===== src/rtl/aes_ctrl_pkg.sv =====
// ---------------------------------------------------------------------------
// aes_ctrl_pkg
// Shared types and helpers for the iterative AES round controller:
//   state_t     controller FSM states (IDLE, ROUND, HOLD)
//   RCON_INIT   first round constant
//   RCON_POLY   AES field reduction byte (x^8 = x^4 + x^3 + x + 1)
//   NR_DEFAULT  AES-128 round count
//   xtime()     multiply by x in GF(2^8)
// ---------------------------------------------------------------------------
package aes_ctrl_pkg;

    typedef enum logic [1:0] {
        IDLE  = 2'd0,
        ROUND = 2'd1,
        HOLD  = 2'd2
    } state_t;

    localparam logic [7:0] RCON_INIT  = 8'h01;
    localparam logic [7:0] RCON_POLY  = 8'h1B;
    localparam int         NR_DEFAULT = 10;

    function automatic logic [7:0] xtime(input logic [7:0] x);
        return {x[6:0], 1'b0} ^ (x[7] ? RCON_POLY : 8'h00);
    endfunction

endpackage


===== src/rtl/aes_round_ctrl_if.sv =====
// ---------------------------------------------------------------------------
// aes_round_ctrl_if
// Host-side handshake bundle of the AES round controller.
//   in_valid / in_ready   : block request handshake (host -> controller)
//   out_valid / out_ready : result handshake (controller -> host)
//   abort                 : discard the block in flight
// modport master : host side, slave : controller side.
// ---------------------------------------------------------------------------
interface aes_round_ctrl_if;

    logic in_valid;
    logic in_ready;
    logic out_valid;
    logic out_ready;
    logic abort;

    modport master (
        output in_valid,
        output out_ready,
        output abort,
        input  in_ready,
        input  out_valid
    );

    modport slave (
        input  in_valid,
        input  out_ready,
        input  abort,
        output in_ready,
        output out_valid
    );

endinterface


===== src/rtl/aes_rcon_gen.sv =====
// ---------------------------------------------------------------------------
// aes_rcon_gen
// Round-constant register for the on-the-fly key schedule.
//   clk    : clock, rising edge
//   rst    : asynchronous active-low reset (rcon <- 0x00)
//   load   : rcon <- 0x01
//   step   : rcon <- xtime(rcon)
//   clear  : rcon <- 0x00 (highest priority)
//   rcon   : current round constant
// ---------------------------------------------------------------------------
module aes_rcon_gen
    import aes_ctrl_pkg::*;
(
    input  logic       clk,
    input  logic       rst,
    input  logic       load,
    input  logic       step,
    input  logic       clear,
    output logic [7:0] rcon
);

    always_ff @(posedge clk or negedge rst) begin
        if (!rst) begin
            rcon <= 8'h00;
        end else if (clear) begin
            rcon <= 8'h00;
        end else if (load) begin
            rcon <= RCON_INIT;
        end else if (step) begin
            rcon <= xtime(rcon);
        end
    end

endmodule


===== src/rtl/aes_round_ctrl.sv =====
// ---------------------------------------------------------------------------
// aes_round_ctrl
// Iterative AES encryption round controller. Accepts one block, drives the
// initial AddRoundKey load, NR round strobes with round index and round
// constant, then holds the result valid until accepted. Carries no data.
// Parameters:
//   NR     number of rounds, legal 1..14 (4-bit round counter)
//   CNT_W  width of the completed-block counter
// Ports:
//   clk, rst      clock (rising edge), asynchronous active-low reset
//   host          handshake bundle (in_valid/in_ready, out_valid/out_ready,
//                 abort)
//   dp_load       datapath captures plaintext ^ key (combinational)
//   dp_round_en   datapath performs one round
//   dp_final      last round, datapath skips MixColumns
//   ks_load       key schedule captures cipher key (combinational)
//   ks_step       key schedule advances one round key
//   rcon          round constant for the current ks_step
//   round         current round index, 0 outside ROUND
//   busy          a block is in flight
//   done_cnt      number of results accepted (wraps)
// ---------------------------------------------------------------------------
module aes_round_ctrl
    import aes_ctrl_pkg::*;
#(
    parameter int NR    = NR_DEFAULT,
    parameter int CNT_W = 16
) (
    input  logic             clk,
    input  logic             rst,
    aes_round_ctrl_if.slave  host,
    output logic             dp_load,
    output logic             dp_round_en,
    output logic             dp_final,
    output logic             ks_load,
    output logic             ks_step,
    output logic [7:0]       rcon,
    output logic [3:0]       round,
    output logic             busy,
    output logic [CNT_W-1:0] done_cnt
);

    localparam logic [3:0] NR_L = 4'(NR);

    state_t state;
    logic   round_en_q;
    logic   final_q;
    logic   out_valid_q;
    logic   busy_q;

    logic   accept;
    logic   last_round;
    logic   rcon_load;
    logic   rcon_step;
    logic   rcon_clear;

    // Accept is decoded from the registered state so dp_load/ks_load land
    // in the handshake cycle itself.
    assign accept      = (state == IDLE) && host.in_valid;
    assign last_round  = (state == ROUND) && (round == NR_L);

    assign host.in_ready  = (state == IDLE);
    assign host.out_valid = out_valid_q;
    assign dp_load        = accept;
    assign ks_load        = accept;
    assign dp_round_en    = round_en_q;
    assign ks_step        = round_en_q;
    assign dp_final       = final_q;
    assign busy           = busy_q;

    // rcon leaves ROUND cleared so it reads 0 whenever ks_step is low.
    assign rcon_load  = accept;
    assign rcon_step  = (state == ROUND) && !host.abort && !last_round;
    assign rcon_clear = (state == ROUND) && (host.abort || last_round);

    aes_rcon_gen u_rcon_gen (
        .clk   (clk),
        .rst   (rst),
        .load  (rcon_load),
        .step  (rcon_step),
        .clear (rcon_clear),
        .rcon  (rcon)
    );

    always_ff @(posedge clk or negedge rst) begin
        if (!rst) begin
            state       <= IDLE;
            round       <= 4'd0;
            round_en_q  <= 1'b0;
            final_q     <= 1'b0;
            out_valid_q <= 1'b0;
            busy_q      <= 1'b0;
            done_cnt    <= '0;
        end else begin
            case (state)
                IDLE: begin
                    // abort is meaningless here; a request is still taken
                    if (host.in_valid) begin
                        state      <= ROUND;
                        round      <= 4'd1;
                        round_en_q <= 1'b1;
                        final_q    <= (NR_L == 4'd1);
                        busy_q     <= 1'b1;
                    end
                end
                ROUND: begin
                    if (host.abort) begin
                        state      <= IDLE;
                        round      <= 4'd0;
                        round_en_q <= 1'b0;
                        final_q    <= 1'b0;
                        busy_q     <= 1'b0;
                    end else if (round == NR_L) begin
                        state       <= HOLD;
                        round       <= 4'd0;
                        round_en_q  <= 1'b0;
                        final_q     <= 1'b0;
                        out_valid_q <= 1'b1;
                    end else begin
                        round   <= round + 4'd1;
                        final_q <= ((round + 4'd1) == NR_L);
                    end
                end
                HOLD: begin
                    // abort wins over a same-cycle out_ready
                    if (host.abort) begin
                        state       <= IDLE;
                        out_valid_q <= 1'b0;
                        busy_q      <= 1'b0;
                    end else if (host.out_ready) begin
                        state       <= IDLE;
                        out_valid_q <= 1'b0;
                        busy_q      <= 1'b0;
                        done_cnt    <= done_cnt + 1'b1;
                    end
                end
                default: begin
                    state       <= IDLE;
                    round       <= 4'd0;
                    round_en_q  <= 1'b0;
                    final_q     <= 1'b0;
                    out_valid_q <= 1'b0;
                    busy_q      <= 1'b0;
                end
            endcase
        end
    end

endmodule

===== src/flat_wrapper.sv =====
// flat-port wrapper written by rule: the top's interface ports become plain ports
module aes_round_ctrl_flat import aes_ctrl_pkg::*;
#(
    parameter int NR    = NR_DEFAULT,
    parameter int CNT_W = 16
)
  (clk, rst, dp_load, dp_round_en, dp_final, ks_load, ks_step, rcon, round, busy, done_cnt, host_in_valid, host_out_ready, host_abort, host_in_ready, host_out_valid);
  aes_round_ctrl_if host_i ();
  input  logic clk;
  input  logic rst;
  output logic dp_load;
  output logic dp_round_en;
  output logic dp_final;
  output logic ks_load;
  output logic ks_step;
  output logic [7:0] rcon;
  output logic [3:0] round;
  output logic busy;
  output logic [CNT_W-1:0] done_cnt;
  input wire logic [$bits(host_i.in_valid)-1:0] host_in_valid;
  input wire logic [$bits(host_i.out_ready)-1:0] host_out_ready;
  input wire logic [$bits(host_i.abort)-1:0] host_abort;
  output wire logic [$bits(host_i.in_ready)-1:0] host_in_ready;
  output wire logic [$bits(host_i.out_valid)-1:0] host_out_valid;
  assign host_i.in_valid = host_in_valid;
  assign host_i.out_ready = host_out_ready;
  assign host_i.abort = host_abort;
  assign host_in_ready = host_i.in_ready;
  assign host_out_valid = host_i.out_valid;
  aes_round_ctrl #(.NR(NR), .CNT_W(CNT_W)) u_core (.clk(clk), .rst(rst), .host(host_i), .dp_load(dp_load), .dp_round_en(dp_round_en), .dp_final(dp_final), .ks_load(ks_load), .ks_step(ks_step), .rcon(rcon), .round(round), .busy(busy), .done_cnt(done_cnt));
endmodule

===== config.mk =====
export PLATFORM = sky130hd
export DESIGN_NAME = aes_round_ctrl_flat
export DESIGN_NICKNAME = d
export VERILOG_FILES = /design/src/rtl/aes_ctrl_pkg.sv /design/src/rtl/aes_round_ctrl_if.sv /design/src/rtl/aes_rcon_gen.sv /design/src/rtl/aes_round_ctrl.sv /design/src/flat_wrapper.sv
export SDC_FILE = /design/constraint.sdc
export NUM_CORES = 1
export LEC_CHECK = 0
export CORE_MARGIN = 4
export CORE_UTILIZATION = 43
export CTS_CLUSTER_DIAMETER = 40
export DETAILED_ROUTE_END_ITERATION = 8
export HOLD_SLACK_MARGIN = 0.03
export PLACE_DENSITY_LB_ADDON = 0.25
export REMOVE_ABC_BUFFERS = 1
export SYNTH_ARGS = -nofsm -noshare
export SYNTH_HDL_FRONTEND = slang
export SYNTH_SLANG_ARGS = --single-unit

===== constraint.sdc =====
create_clock -name clk -period 1.6 [get_ports clk]
set_clock_uncertainty 0.1 [all_clocks]
set_input_delay 0.16 -clock clk [delete_from_list [all_inputs] [get_ports clk]]
set_output_delay 0.16 -clock clk [all_outputs]
set_load 0.005 [all_outputs]

# Yosys cells after proc, flatten, opt, wreduce, memory -nomap -nowiden
# Index checks and enable logic that the tools add are counted.
# classes
n_addsub	2
bitwise_logic	4
n_reduce_logical	16
n_mux	29
n_eq_ne	10
# ops
op	n
$mux W8	3
$add A16 B1 Y16 const B	1
$mux W4	3
$pmux W1 S3	4
$pmux W4 S3	1
$reduce_and A3 Y1	4
$mux W1	11
$mux W2	5
$eq A4 B4 Y1 const B	2
$ne A2 B2 Y1 const B	4
$xor A8 B5 Y8	1
$ne A3 B3 Y1 const B	2
$pmux W2 S3	1
$logic_and A1 B1 Y1	5
$mux W5	1
$add A4 B1 Y4 const B	1
$reduce_and A4 Y1	1
$not A1 Y1	3
$reduce_bool A3 Y1	1
$eq A2 B1 Y1 const B	1
$eq A2 B2 Y1 const B	1
$logic_not A1 Y1	2
$logic_not A2 Y1	1
$reduce_and A2 Y1	1
$logic_or A1 B1 Y1	1
# totals
register_bits	34
wordCells	69

# Depth between registers and ports, before layout
# Gate-level depths: netlist of run 1.
# depth
ltp_word	7
mapped_depth	6

# Modules after synthesis
# A second synthesis of run 1 with hierarchy kept.
# hier_totals
hier_cells	149
area_unflattened_um2	1592.8
# modules_own_cells
module	n_inst	area_per_inst_um2	seq_area_each_um2	cells_per_inst
aes_round_ctrl	1	1237.4	650.6	117
aes_rcon_gen	1	355.3	200.2	32

# Least setup slack after synthesis of run 1
# OpenSTA, ideal clock, no wires.
# synth_timing
path_kind	reg-to-reg
start	register u_core.round[0]
end	register u_core.round[2]
path_buffers	0
arrival_ps	1416
synth_period_minus_slack_ps	1580
path_slack_ps	20
stages_incl_launch_ff	7
t_required_ps	1436
cell_sequence	dfrtp_1 -> inv_1 -> ha_1 -> nand3b_1 -> nand3_1 -> nor4b_1 -> a21o_1
# synth_between
elab_chain_cells	4
# synth_rtl
element	line	text
start: declaration	aes_round_ctrl.sv:38	output logic [3:0] round,
start signal: assignment	aes_round_ctrl.sv:120	round <= round + 4'd1;
$add A4 B1 Y4 / $eq A4 B4 Y1 (equally long branches)	aes_round_ctrl.sv:120, aes_round_ctrl.sv:113	
$mux W4 *	aes_round_ctrl.sv:113	end else if (round == NR_L) begin
$mux W4 *	aes_round_ctrl.sv:107	if (host.abort) begin
$pmux W4 S3 *	aes_round_ctrl.sv:95	case (state)
# Mark *: on every way between the ends. The rest lies on a longest branch, timed or not.
# A chain may end at the register's enable or synchronous reset.

# Worst setup path in the final report of run 1
# layout_timing
start	register u_core.state[0]
end	register u_core.done_cnt[11]
# layout_between
elab_chain_cells	2
# layout_rtl
element	line	text
start: declaration	aes_round_ctrl.sv:45	state_t state;
start signal: assignment	aes_round_ctrl.sv:87	state <= IDLE;
start signal: assignment	aes_round_ctrl.sv:99	state <= ROUND;
start signal: assignment	aes_round_ctrl.sv:108	state <= IDLE;
$eq A2 B2 Y1	aes_round_ctrl.sv:95	
$reduce_and A3 Y1 (no line)	--	
end signal: assignment	aes_round_ctrl.sv:134	done_cnt <= done_cnt + 1'b1;
end: declaration	aes_round_ctrl.sv:40	output logic [CNT_W-1:0] done_cnt
# No other way between the ends.

==> results of run 1 <==
==> worst register-to-register path, delay by kind of cell (launching register included) <==
kind	cells	cell delay [ns]
simple gates	3	0.61
flops	1	0.40
buf+inv	2	0.28
xor+xnor	1	0.14
==> state kept, by name, summed over array words and instances, names as in the netlist <==
name / flops
u_core.state: 2
u_core.dp_round_en: 1
u_core.dp_final: 1
u_core.u_rcon_gen.rcon: 8
u_core.round: 4
u_core.host.out_valid: 1
u_core.busy: 1
u_core.done_cnt: 16
==> cell families (layout without fill, tap and decap cells) <==
kind of cell             Yosys count  in the layout  share of synthesized area, %
adder cells (fa/ha/maj)            4              4                          3.13
flip-flops                        34             34                          53.3
AND/OR/NAND/NOR                   57             57                          18.9
buffers and inverters             13             76                          5.01
XOR/XNOR                          20             20                          11.0
AO/OA/AOI/OAI                     21             21                          8.77
==> routing by layer <==
layer  share of wire, %  track usage [%]  wire, um  up-vias
li1                   -                -         -      634
met1                 41             19.8      1520      643
met2                 52             31.0      1910       26
met3                4.4             6.48       161        6
met4                1.9             5.11        70        0
met5                  0                0         0        -
==> power by group through the flow <==
stage | Combinational (W) | Clock (W) | Sequential [W]
2_1_floorplan | 0.0000895 | 0 | 0.000971
3_5_place_dp | 0.000326 | 0 | 0.000953
3_3_place_gp | 0.000321 | 0 | 0.000950
6_report | 0.000352 | 0.000991 | 0.000936
5_1_grt | 0.000394 | 0.00104 | 0.000942
4_1_cts | 0.000337 | 0.00100 | 0.000935
==> timing repair <==
item                                   4_1_cts  5_1_grt
setup endpoints to repair                    4       16
pin swaps                                    2        6
resized for setup                            6       18
endpoints found under the hold margin        0        0
buffers inserted                             3        3
==> area by class of cell <==
| cell class | instances | area (sq um) | share of cell area (%) |
|---|---|---|---|
| Tap cell | 46 | 57.6 | 2.43 |
| Clock buffer | 6 | 82.6 | 3.49 |
| Multi-Input combinational cell | 102 | 713 | 30.1 |
| Timing Repair Buffer | 63 | 582 | 24.6 |
| Clock inverter | 2 | 60.1 | 2.54 |
| Sequential cell | 34 | 855 | 36.1 |
| Inverter | 5 | 18.8 | 0.792 |
==> through the flow <==
stage               power, W  instances
CTS                  0.00227        255
floorplan            0.00106        141
global route         0.00237        258
detailed placement   0.00128        244
global placement     0.00127        244
finish               0.00228        258
==> worst paths after layout <==
check | cells past startpoint | slack (ns) | end
min in group clk | 1 | 0.38 | u_core.done_cnt[15]
hold reg to reg | 1 | 0.38 | u_core.done_cnt[15]
hold / removal | 2 | 0.17 | u_core.done_cnt[6]
setup reg to reg | 6 | 0.008 | u_core.done_cnt[11]
setup / recovery | 6 | 0.008 | u_core.done_cnt[11]
max in group asynchronous | 2 | 0.91 | u_core.done_cnt[0]
==> synth_stat cells <==
cell | count | share of area [%]
buf_4 | 2 | 0.94
nor3_2 | 1 | 0.63
nor2b_1 | 1 | 0.39
a32o_1 | 1 | 0.63
a21o_1 | 3 | 1.4
nor3b_1 | 1 | 0.47
xor2_1 | 6 | 3.3
ha_1 | 4 | 3.1
nand3_1 | 8 | 2.5
nor3_1 | 3 | 0.94
inv_1 | 5 | 1.2
nand4bb_1 | 1 | 0.70
and3_1 | 5 | 2.0
a32oi_1 | 1 | 0.55
a22o_1 | 4 | 2.2
nand3b_1 | 2 | 0.94
o22ai_1 | 3 | 1.2
buf_2 | 1 | 0.31
nor3_4 | 1 | 1.0
buf_1 | 1 | 0.23
nor4b_1 | 1 | 0.55
clkbuf_1 | 1 | 0.23
nand2_1 | 14 | 3.3
dfrtp_1 | 34 | 53
nor2_1 | 14 | 3.3
o21ai_1 | 1 | 0.31
nor4_1 | 1 | 0.39
nand4_1 | 3 | 1.2
xnor2_1 | 14 | 7.7
buf_6 | 3 | 2.1
o21ai_0 | 7 | 2.2
a21oi_1 | 1 | 0.31
or4b_2 | 1 | 0.63
==> reports/results.ini, run 1 <==
[run_status]
status=completed

[finish]
stdcell_area_sq_um=2370
final_nets=220
final_common_cell=clkdlybuf4s50_1
drive_above_1_share_pct=21.7
nFillCells=272
syn2layout_area_growth_pct=48.2
final_cell_mix=36 x clkdlybuf4s50_1, 31 x dfrtp_1, 20 x buf_4, 14 x nand2_1, 13 x xnor2_1
diodes=0
final_core_util_pct=68.3

[detailed_routing]
drtIter0Drc=52
avgRoutedWirePerCell_um=14.2
route.antenna.remaining_nets=0
num_vias=1309
drt_wl_total_um=3670
vias_per_cell=5.07
drc=0
dr.pass1.iters=4

[timing]
max_freq_mhz=628
rsz0062_at_grt=true
slew_headroom_pct=72.3
worst_pin_slew_ns=0.415
finalCriticalPeriod_ns=1.59
period_share_pct=99.5
fin_hold_ws_ns=0.169
setup_violations=0
final.setup.tns_ns=0
final_max_slew_viol_count=0
finalHoldViolations=0
fin_ws_ns=0.00803

[logic_synthesis]
yosysSeqAreaShare_pct=53.2
synth.avg_cell_area_sq_um=10.7
ys_ff_latch=34
syn_area_sq_um=1600
synthCells=149
yosysWarnings=0
yosys.cell_types.count=33

[placement]
hpwl_um=2600
placed_area_sq_um=2120
gp_congestion=0.824
post-place-ws_ns=-0.154
port_buffers=40

[pwr]
irDropWorstVdd_uv=739
p_int_w=0.00177
pwr-share-seq_pct=41.1
p_clk_share_pct=43.5
powerDensity_nw_per_um2=963
p_leak_nw=1.12
switching_share_pct=22.5
power_frac_comb_pct=15.5
p_switching_w=0.000513

[worst_setup_path]
crit_top_cell=buf_6
endpoint_kind=register
slowest_stage=dfrtp_1
crit_chain=buf_6, nand4bb_1, buf_6, nor3_4, and3_1, xor2_1
cp-start-kind=register
cpPeakStageDelay_ns=0.40
cp_data_required_time_ns=1.72
cp_data_arrival_time_ns=1.72
startpoint=u_core.state[0]
cp_top_family=simple AND/OR/NAND/NOR gates
crit_type=register to register
crit_path_max_fanout=6
timing.rr.start=u_core.state[0]
path_buf_inv=2

[clock_network]
cts_tree=done
cts_htree_levels=2
cts_sinks=34
ctsHoldBuffers=0
insertion_delay_ns=0.29
clk_pin_slew_worst_paths_ns=0.07
clock_path_buffers=2
cts-buffers-inserted=5
root_buffer=clkbuf_8

[global_routing]
grtUsageTotal_pct=17.6
overflow=0
antenna_found_initial=0
grt_pass1_wl_um=6110
grt_max_degree=35
grt_pass1_vias=1351

[die]
io_pins=41
num_rows=21
start_util_pct=46.1
dieHeight_um=69.0
core_area_sq_um=3470
die_w_um=69.0
die_area_sq_um=4750

[hold_path]
worstHoldPathType=input port to async pin

[job]
drv_cap=0

(Power assumes the default switching activity.)
==> inputs of run 2 (changes only) <==
--- a/config.mk
+++ b/config.mk
@@ -5,10 +5,14 @@
 export SDC_FILE = /design/constraint.sdc
 export NUM_CORES = 1
 export LEC_CHECK = 0
+export CAP_MARGIN = 20
+export CELL_PAD_IN_SITES_DETAIL_PLACEMENT = 1
+export CELL_PAD_IN_SITES_GLOBAL_PLACEMENT = 1
 export CORE_MARGIN = 4
-export CORE_UTILIZATION = 43
+export CORE_UTILIZATION = 42
 export CTS_CLUSTER_DIAMETER = 40
 export DETAILED_ROUTE_END_ITERATION = 8
+export DONT_BUFFER_PORTS = 1
 export HOLD_SLACK_MARGIN = 0.03
 export PLACE_DENSITY_LB_ADDON = 0.25
 export REMOVE_ABC_BUFFERS = 1
==> run 2 against run 1 <==
Against the previous run: critical path depth is the same; worst setup slack improved by 0.030 ns; sequential cell count did not move; sequential share of layout area grew 8.4 points; via count decreased by 12%; maximum frequency is 1.9% higher; die area increased by 2.1%; worst hold slack got worse by 0.13 ns; non-clock buffer count shrank 46; global-route usage is 1.1 points lower; count of clock-buffer cells in the layout up 2; routed wire length increased by 1.7%.
==> reports/results.ini, run 2 (same netlist as run 1, synthesis figures left out) <==
[run_status]
status=completed

[finish]
top_register=u_core.done_cnt
final_common_cell=dfrtp_1
diodes=0
final_nets=174
largestRegisters=u_core.done_cnt x16, u_core.u_rcon_gen.rcon x8, u_core.round x4
drive_above_1_share_pct=19.3
largest_reg_flops=16
final_cell_mix=33 x dfrtp_1, 14 x nand2_1, 14 x xnor2_1, 13 x nor2_1, 9 x buf_4
syn2layout_area_growth_pct=19.8

[worst_setup_path]
cp_data_arrival_time_ns=1.64
cp-start-kind=register
crit_chain=nand4bb_1, buf_6, nor3_4, buf_6, nand3_1, xnor2_1
crit_type=register to register
crit_path_max_fanout=7
endpoint_kind=register
cp_data_required_time_ns=1.68
slowest_stage=dfrtp_1
r2r_cells=6
crit_top_cell=buf_6
cpPeakStageDelay_ns=0.41

[detailed_routing]
avgRoutedWirePerCell_um=17.4
vias_per_cell=5.39
drt_wl_total_um=3730
drtIter0Drc=41
drc=0
num_vias=1154
dr.pass1.iters=5
route.antenna.remaining_nets=0

[die]
dieHeight_um=69.7
start_util_pct=43.6
io_pins=41
core_area_sq_um=3660
num_rows=22
die_area_sq_um=4860
die_w_um=69.7

[global_routing]
grt_pass1_wl_um=6370
overflow=0
grt_max_degree=35
grtUsageTotal_pct=16.5
grt_pass1_vias=1253
antenna_found_initial=0

[clock_network]
clk_pin_slew_worst_paths_ns=0.07
cts_sinks=34
cts_htree_levels=2
insertion_delay_ns=0.28
clock_path_buffers=2
cts_tree=done
root_buffer=clkbuf_8
cts-buffers-inserted=5

[timing]
finalHoldViolations=0
final.setup.tns_ns=0
period_share_pct=97.6
fin_ws_ns=0.0383
slew_headroom_pct=63.2
setup_violations=0
final_max_slew_viol_count=0
finalCriticalPeriod_ns=1.56
fin_hold_ws_ns=0.0359
max_freq_mhz=640
worst_pin_slew_ns=0.548
rsz0062_at_grt=true

[pwr]
p_leak_nw=0.903
powerDensity_nw_per_um2=1000
irDropWorstVdd_uv=495
finalPower_w=0.00191

[hold_path]
worstHoldPathType=input port to register
hold_depth=3

[placement]
gp_congestion=0.716
hpwl_um=2630
post-place-ws_ns=-0.0116
port_buffers=0

[job]
drv_cap=0

## run 2: worst max-delay path: cells and delay by family (launching register included)
family / cells / cell delay, ns
DFF: 1 / 0.41
buffers and inverters: 2 / 0.30
xor gates and xnor gates: 1 / 0.14
and+or+nand+nor: 3 / 0.51
## run 2: final cells by class
type / count / area (sq um)
clock buffer: 8 / 110
fill: 406 / 1750
inverter: 5 / 18.8
multi-input combinational: 102 / 703
sequential: 34 / 852
tap: 48 / 60.1
timing repair buffer: 17 / 170
## run 2: repair_timing
item / in CTS / in global routing
hold buffers: 5 / 0
endpoints found under the setup margin: 3 / 10
buffers inserted: 1 / 1
gates resized for setup: 1 / 11
endpoints found under the hold margin: 41 / 0
gates cloned: 0 / 0
pin swaps: 1 / 2
## run 2: metal layers
| metal | global-route usage [%] | vias to the layer above | part of all wire, % |
|---|---|---|---|
| met5 | 0 | - | 0 |
| met4 | 8.30 | 0 | 2.3 |
| li1 | - | 538 | - |
| met3 | 6.09 | 10 | 6.4 |
| met2 | 28.1 | 33 | 53 |
| met1 | 18.1 | 573 | 39 |
## run 2: stage by stage
step,std cells,instance area (sq um),util [%]
2_1_floorplan,141,1540,-
3_3_place_gp,199,1680,46.0
3_5_place_dp,199,1680,46.0
4_1_cts,213,1860,50.9
5_1_grt,214,1910,52.3
6_report,214,1910,52.3
## run 2: path summary, 6_finish.rpt
path | startpoint | to | slack (ns)
hold / removal | host_out_ready | u_core.state[1] | 0.04
max in group asynchronous | rst | u_core.state[1] | 0.97
setup / recovery | u_core.state[0] | u_core.done_cnt[9] | 0.04
hold reg to reg | u_core.busy | u_core.busy | 0.42
setup reg to reg | u_core.state[0] | u_core.done_cnt[9] | 0.04
min in group asynchronous | rst | u_core.done_cnt[6] | 0.24
## run 2: report_power, final
part           internal (W)  switching [W]  total (W)
sequential         0.000902      0.0000418   0.000943
clock              0.000435       0.000308   0.000743
combinational      0.000101       0.000127   0.000228
total               0.00144       0.000477    0.00191
==> inputs of run 3 (changes only) <==
--- a/config.mk
+++ b/config.mk
@@ -16,6 +16,7 @@
 export HOLD_SLACK_MARGIN = 0.03
 export PLACE_DENSITY_LB_ADDON = 0.25
 export REMOVE_ABC_BUFFERS = 1
+export SLEW_MARGIN = 0
 export SYNTH_ARGS = -nofsm -noshare
 export SYNTH_HDL_FRONTEND = slang
 export SYNTH_SLANG_ARGS = --single-unit
==> results of run 3 <==
No change in the layout: final DEF, timing and power equal those of run 2.
